==> config.mk <==
export PLATFORM = sky130hd
export DESIGN_NAME = apb_cmd_initiator
export DESIGN_NICKNAME = d
export VERILOG_FILES = /design/src/rtl/apb_cmd_initiator_pkg.sv /design/src/rtl/apb_cmd_initiator_intr_sync.sv /design/src/rtl/apb_cmd_initiator.sv
export SDC_FILE = /design/constraint.sdc
export NUM_CORES = 1
export LEC_CHECK = 0
export CAP_MARGIN = 20
export CORE_ASPECT_RATIO = 1.1
export CORE_MARGIN = 10
export CORE_UTILIZATION = 55
export CTS_BUF_LIST = sky130_fd_sc_hd__clkbuf_8
export DETAILED_ROUTE_END_ITERATION = 10
export DONT_BUFFER_PORTS = 1
export PLACE_DENSITY = 0.7
export SLEW_MARGIN = 20
export SYNTH_ARGS = -nofsm -noshare
export SYNTH_HDL_FRONTEND = slang
export SYNTH_SLANG_ARGS = --single-unit
==> constraint.sdc <==
create_clock -name mclk_i -period 2.4 [get_ports mclk_i]
set_input_delay 0.6 -clock mclk_i [delete_from_list [all_inputs] [get_ports mclk_i]]
set_output_delay 0.6 -clock mclk_i [all_outputs]
set_load 0.1 [all_outputs]
==> src/rtl/apb_cmd_initiator_pkg.sv <==
// Shared types for the APB command initiator: FSM state encoding and
// sizing of the ACCESS-phase wait counter.
package apb_cmd_pkg;

  typedef enum logic [1:0] {
    ST_IDLE   = 2'd0,
    ST_SETUP  = 2'd1,
    ST_ACCESS = 2'd2
  } apb_st_e;

  // Counter must hold 0 .. wait_timeout-1
  function automatic int tout_cnt_width(input int wait_timeout);
    return (wait_timeout > 2) ? $clog2(wait_timeout) : 1;
  endfunction

endpackage

==> src/rtl/apb_cmd_initiator_intr_sync.sv <==
// Two-flop synchroniser for the target interrupt plus a registered
// rising-edge pulse on the synchronised level.
module apb_intr_sync (
  input  logic clk,
  input  logic rst,
  input  logic intr_async,
  output logic intr_sync,
  output logic intr_rise
);

  logic meta_r;

  // Sync chain; the edge pulse equals intr_sync & ~(intr_sync delayed one cycle)
  always_ff @(posedge clk or posedge rst) begin
    if (rst) begin
      meta_r    <= 1'b0;
      intr_sync <= 1'b0;
      intr_rise <= 1'b0;
    end else begin
      meta_r    <= intr_async;
      intr_sync <= meta_r;
      intr_rise <= meta_r & ~intr_sync;
    end
  end

endmodule

==> src/rtl/apb_cmd_initiator.sv <==
// APB4 requester: takes single read/write commands over valid/ready, runs
// SETUP/ACCESS with a wait-state timeout, and returns a one-cycle response.
module apb_cmd_initiator
  import apb_cmd_pkg::*;
#(
  parameter int APB_ADDRWIDTH = 16,
  parameter int APB_DATAWIDTH = 8,
  parameter int APB_STRBWIDTH = 4,
  parameter int WAIT_TIMEOUT  = 16
) (
  input  logic                     mclk_i,
  input  logic                     mrst_i,
  output logic                     pclk_o,
  output logic                     prst_no,
  output logic                     psel_o,
  output logic                     penable_o,
  output logic                     pwrite_o,
  output logic [APB_ADDRWIDTH-1:0] paddr_o,
  output logic [APB_DATAWIDTH-1:0] pwdata_o,
  output logic [APB_STRBWIDTH-1:0] pstrb_o,
  input  logic                     pready_i,
  input  logic [APB_DATAWIDTH-1:0] prdata_i,
  input  logic                     pslverr_i,
  input  logic                     cmd_valid_i,
  output logic                     cmd_ready_o,
  input  logic                     cmd_write_i,
  input  logic [APB_ADDRWIDTH-1:0] cmd_addr_i,
  input  logic [APB_DATAWIDTH-1:0] cmd_wdata_i,
  input  logic [APB_STRBWIDTH-1:0] cmd_strb_i,
  output logic                     rsp_valid_o,
  output logic [APB_DATAWIDTH-1:0] rsp_rdata_o,
  output logic                     rsp_err_o,
  output logic                     rsp_tout_o,
  input  logic                     intr_i,
  output logic                     intr_o,
  output logic                     intr_rise_o
);

  localparam int CW = tout_cnt_width(WAIT_TIMEOUT);
  localparam logic [CW-1:0] CNT_LAST = CW'(WAIT_TIMEOUT - 1);
  localparam logic [CW-1:0] CNT_ONE  = CW'(1);

  apb_st_e       state_r;
  logic [CW-1:0] wait_cnt_r;
  logic          in_access_s;
  logic          cmd_fire_s;

  assign pclk_o      = mclk_i;
  assign prst_no     = ~mrst_i;
  assign in_access_s = (state_r == ST_ACCESS);
  // A completing ACCESS can accept the next command, giving back-to-back transfers
  assign cmd_ready_o = (state_r == ST_IDLE) | (in_access_s & pready_i);
  assign cmd_fire_s  = cmd_valid_i & cmd_ready_o;

  // Accepted command lands on the bus; lines hold their value while idle
  always_ff @(posedge mclk_i or posedge mrst_i) begin
    if (mrst_i) begin
      paddr_o  <= '0;
      pwrite_o <= 1'b0;
      pwdata_o <= '0;
      pstrb_o  <= '0;
    end else if (cmd_fire_s) begin
      paddr_o  <= cmd_addr_i;
      pwrite_o <= cmd_write_i;
      pwdata_o <= cmd_wdata_i;
      pstrb_o  <= cmd_write_i ? cmd_strb_i : '0;
    end else begin
      paddr_o  <= paddr_o;
      pwrite_o <= pwrite_o;
      pwdata_o <= pwdata_o;
      pstrb_o  <= pstrb_o;
    end
  end

  // Phase FSM with wait-state timeout and the registered response pulse
  always_ff @(posedge mclk_i or posedge mrst_i) begin
    if (mrst_i) begin
      state_r     <= ST_IDLE;
      psel_o      <= 1'b0;
      penable_o   <= 1'b0;
      wait_cnt_r  <= '0;
      rsp_valid_o <= 1'b0;
      rsp_rdata_o <= '0;
      rsp_err_o   <= 1'b0;
      rsp_tout_o  <= 1'b0;
    end else begin
      rsp_valid_o <= 1'b0;
      rsp_rdata_o <= '0;
      rsp_err_o   <= 1'b0;
      rsp_tout_o  <= 1'b0;
      case (state_r)
        ST_IDLE: begin
          penable_o <= 1'b0;
          if (cmd_valid_i) begin
            state_r    <= ST_SETUP;
            psel_o     <= 1'b1;
            wait_cnt_r <= '0;
          end else begin
            psel_o <= 1'b0;
          end
        end
        ST_SETUP: begin
          state_r   <= ST_ACCESS;
          psel_o    <= 1'b1;
          penable_o <= 1'b1;
        end
        ST_ACCESS: begin
          if (pready_i) begin
            rsp_valid_o <= 1'b1;
            rsp_rdata_o <= pwrite_o ? '0 : prdata_i;
            rsp_err_o   <= pslverr_i;
            penable_o   <= 1'b0;
            if (cmd_valid_i) begin
              state_r    <= ST_SETUP;
              psel_o     <= 1'b1;
              wait_cnt_r <= '0;
            end else begin
              state_r <= ST_IDLE;
              psel_o  <= 1'b0;
            end
          end else if (wait_cnt_r == CNT_LAST) begin
            // Target never answered: abandon the transfer and report it
            state_r     <= ST_IDLE;
            psel_o      <= 1'b0;
            penable_o   <= 1'b0;
            rsp_valid_o <= 1'b1;
            rsp_err_o   <= 1'b1;
            rsp_tout_o  <= 1'b1;
          end else begin
            wait_cnt_r <= wait_cnt_r + CNT_ONE;
          end
        end
        default: begin
          state_r   <= ST_IDLE;
          psel_o    <= 1'b0;
          penable_o <= 1'b0;
        end
      endcase
    end
  end

  apb_intr_sync u_intr_sync (
    .clk        (mclk_i),
    .rst        (mrst_i),
    .intr_async (intr_i),
    .intr_sync  (intr_o),
    .intr_rise  (intr_rise_o)
  );

endmodule

; Word level (Yosys, flattened, before mapping)
; Cells that the tools add are included.
[op_classes]
n_eq_ne = 6
n_bitwise = 6
mux = 26
n_addsub = 1
n_reduce_logical = 4
[op_table]
columns = cell, count
row1 = $mux 8, 3
row2 = $mux 4, 4
row3 = $mux 1, 12
row4 = $pmux 4 s2, 1
row5 = $mux 2, 3
row6 = $pmux 2 s3, 1
row7 = $add 4x1->4 const B, 1
row8 = $eq 4x4->1 const B, 1
row9 = $reduce_and 2->1, 2
row10 = $and 1x1->1, 3
row11 = $ne 3x2->1 const B, 1
row12 = $ne 3x3->1 const B, 1
row13 = $pmux 1 s3, 1
row14 = $eq 2x1->1 const B, 1
row15 = $eq 2x2->1 const B, 1
row16 = $logic_not 2->1, 1
row17 = $ne 2x2->1 const B, 1
row18 = $not 1->1, 2
row19 = $pmux 1 s2, 1
row20 = $reduce_bool 2->1, 1
row21 = $or 1x1->1, 1
[totals]
ff_bits = 51
word_cells = 58
in_bits = 43

; Depth between registers and ports, before layout
[logic_depth]
depth_word = 4
mapped_depth = 7
mapped_depth_nobuf = 5

; Hierarchy
; Synthesis repeated with hierarchy kept, for this count alone.
[unflattened]
cells_unflattened = 145
area_unflattened_um2 = 2084.5
[modules_own_cells]
columns = module, seq_area_each_um2, n_inst, cells_each, area_each_um2
row1 = apb_cmd_initiator, 1201.2, 1, 140, 1991.9
row2 = apb_intr_sync, 75.1, 1, 5, 92.6

==> reports/metrics.yaml <==
run_status:
  status: "completed"
worst_setup_path:
  crit_buf_inv: 1
  worstPathRequired_ns: 1.80
  worst_setup_path_end_kind: "output pin"
  start_kind: "register"
  worstSetupPathType: "register to output pin"
  crit_path_max_fanout: 8
  cp_slowest_cell: "dfrtp_1"
  crit_chain: "nor2b_4 > nor2_2 > buf_4"
  critical-path-max-stage-delay_ns: 0.46
  cpLargestDelayFamily: "flip-flops"
  critPathArrivalTime_ns: 1.31
cts:
  clkSinkCount: 51
  htree_num_levels: 2
  cts-root-buf: "clkbuf_8"
  postCtsHoldBufs: 0
  cts_tree: "yes"
  clk_transition_reported_paths_ns: 0.09
  postCtsSetupBuffers: 0
  cts_made_buffers: 5
  cts_resized: 0
  cts.path.max_buffers: 2
  insertion_delay_ns: 0.30
sta:
  worst_pin_slew_ns: 0.973
  clock_skew_ns: 0.00773
  drv_slew: 0
  fmax_ghz: 0.524
  fin_crit_ns: 1.91
  finalSetupTns_ns: 0
  post-route-period-util: 0.795
  max_slew_margin: 0.351
  setup_viol: 0
  hold_viol: 0
  grt_setup_unrepaired: "false"
die:
  die_area_sq_mm: 0.00657
  core-area_sq_mm: 0.00363
  initial_core_util: 0.566
  row_count: 23
  io_pins: 90
  dieHeight_um: 84.0
  die-width_um: 78.2
layout:
  drive_gt1_frac: 0.373
  nFillCells: 316
  final_common_cell: "dfrtp_1"
  finish.net_count: 209
  syn_to_final_growth_pct: 13.7
  layout_common_cells: "51 x dfrtp_1, 21 x buf_4, 20 x mux2_4"
  diodes: 0
  final_util: 0.643
flow_run:
  drv_cap: 0
synthesis:
  synthesis.area_sq_mm: 0.00205
  synth_area_leaders: "dfrtp_1 62%, mux2_4 15%, mux2_2 2.7%"
  syn-num-nets: 186
  synth_cells: 142
  yosysUniqueCellTypes: 25
  ys_warn_count: 0
  synthAdderAreaFrac: 0.00610
  synthSimpleGateAreaFrac: 0.102
  synth-compound-area-share: 0.0470
  ys_seq_elements: 51
  synth.largest_area_cell: "dfrtp_1"
  ys_seq_area_frac: 0.622
  synth.top_cell.area_share: 0.622
  synth_top_family_by_area: "multiplexers"
  synthXorXnorAreaFrac: 0
  synth_mux_area_frac: 0.179
  avgSynthCellArea_sq_um: 14.4
power:
  p_leak_nw: 1.10
  power_per_cell_area_mw_per_mm2: 1330
  swShare: 0.528
  seq_power_share: 0.634
  pwr-share-clk: 0.152
  intPower_mw: 1.46
  power_frac_comb: 0.214
  p_sw_mw: 1.64
  ir_worst_vdd_v: 0.000661
global_routing:
  grt_max_degree: 52
  grt_usage: 0.142
  antenna_found_initial: 0
  grt_pass1_wl_um: 7290
  overflow: 0
  grt_pass1_vias: 1329
hold_path:
  min_path_type: "primary input to register"
routing:
  num_vias: 1173
  vias_per_cell: 5.43
  wirelength_um: 4500
  drtIter0Drc: 78
  drt_pass1_iterations: 4
  drc: 0
  post_drt_wl_per_cell_um: 20.8
  drtAntennaViolNets: 0
placed_design:
  dp_hpwl_um: 3510
  gp_congestion: 0.794
  io_buffers: 0
synthesized netlist by cell type (all sizes together):
| master | number |
|---|---|
| a31oi | 3 |
| a21oi | 3 |
| and2 | 8 |
| nand3 | 7 |
| nor2b | 2 |
| mux2i | 1 |
| nand2 | 2 |
| buf | 6 |
| mux2 | 25 |
| nor3b | 3 |
| o31a | 1 |
| nor2 | 6 |
| or2b | 1 |
| dfrtp | 51 |
| a21o | 1 |
| nand4 | 1 |
| nor3 | 2 |
| nand2b | 2 |
| ha | 1 |
| inv | 8 |
| o21ai | 8 |
metrics by stage:
step                power [mW]  hold WS [ns]  cells  instance area [sq um]  worst slack, ns
detailed placement        2.66         0.369    208                   2240            0.600
CTS                       3.14         0.306    216                   2330            0.480
floorplan                 2.67         0.347    142                   2060            0.219
global placement          2.63         0.353    208                   2240            0.600
global route              3.23         0.292    216                   2330            0.411
finish                    3.10         0.317    216                   2330            0.492
power by group through the flow:
stage / clock network (mW) / logic, mW / registers (mW)
4_1_cts: 0.493 / 0.672 / 1.97
6_report: 0.473 / 0.663 / 1.97
3_5_place_dp: 0 / 0.668 / 1.99
2_1_floorplan: 0.157 / 0.348 / 2.16
5_1_grt: 0.525 / 0.708 / 1.99
3_3_place_gp: 0 / 0.651 / 1.98
worst reg2reg max path, cell delays in order, from the launching register on:
cell	delay, ns
dfrtp_1	0.77
nor3b_2	0.58
and2_1	0.21
routing by layer:
layer,wire (um),part of all wire,track usage
met5,0,0,0
met4,34,0.0076,0.0343
met3,663,0.15,0.111
met2,2200,0.49,0.229
met1,1600,0.36,0.141
logic make-up (layout without fill, tap and decap cells):
family                   Yosys count  count (layout)
flip-flops                        51              51
AND/OR/NAND/NOR                   34              34
multiplexers                      26              26
AO/OA/AOI/OAI                     16              16
buffers and inverters             14              38
adder cells (fa/ha/maj)            1               1
final timing paths:
| check | startpoint | to | slack, ns | cells past startpoint |
|---|---|---|---|---|
| setup / recovery | state_r[1] | cmd_ready_o | 0.49 | 3 |
| hold / removal | intr_i | u_intr_sync.meta_r | 0.32 | 0 |
| setup reg to reg | pwrite_o | rsp_rdata_o[1] | 0.79 | 2 |
| hold reg to reg | u_intr_sync.meta_r | u_intr_sync.intr_sync | 0.38 | 0 |
| max in group asynchronous | mrst_i | wait_cnt_r[2] | 1.25 | 2 |
| min in group asynchronous | mrst_i | pwdata_o[7] | 0.74 | 2 |
layout make-up:
class                   instances  area [sq um]  area share
multi-input cells              77           693       0.297
well taps                      50          62.6      0.0268
clock buffers                   5          68.8      0.0295
clock inverters                 3          18.8     0.00805
flip-flops and latches         51          1280       0.548
inverters                       8          33.8      0.0145
repair buffers                 22           178      0.0762
state kept, by name (all words and copies together) (netlist names):
signal                 count
paddr_o                   16
penable_o                  1
psel_o                     1
pstrb_o                    4
pwdata_o                   8
pwrite_o                   1
rsp_err_o                  1
rsp_rdata_o                8
rsp_tout_o                 1
rsp_valid_o                1
state_r                    2
u_intr_sync.intr_rise      1
u_intr_sync.intr_sync      1
u_intr_sync.meta_r         1
wait_cnt_r                 4
Power figures use the tool's default switching activity.
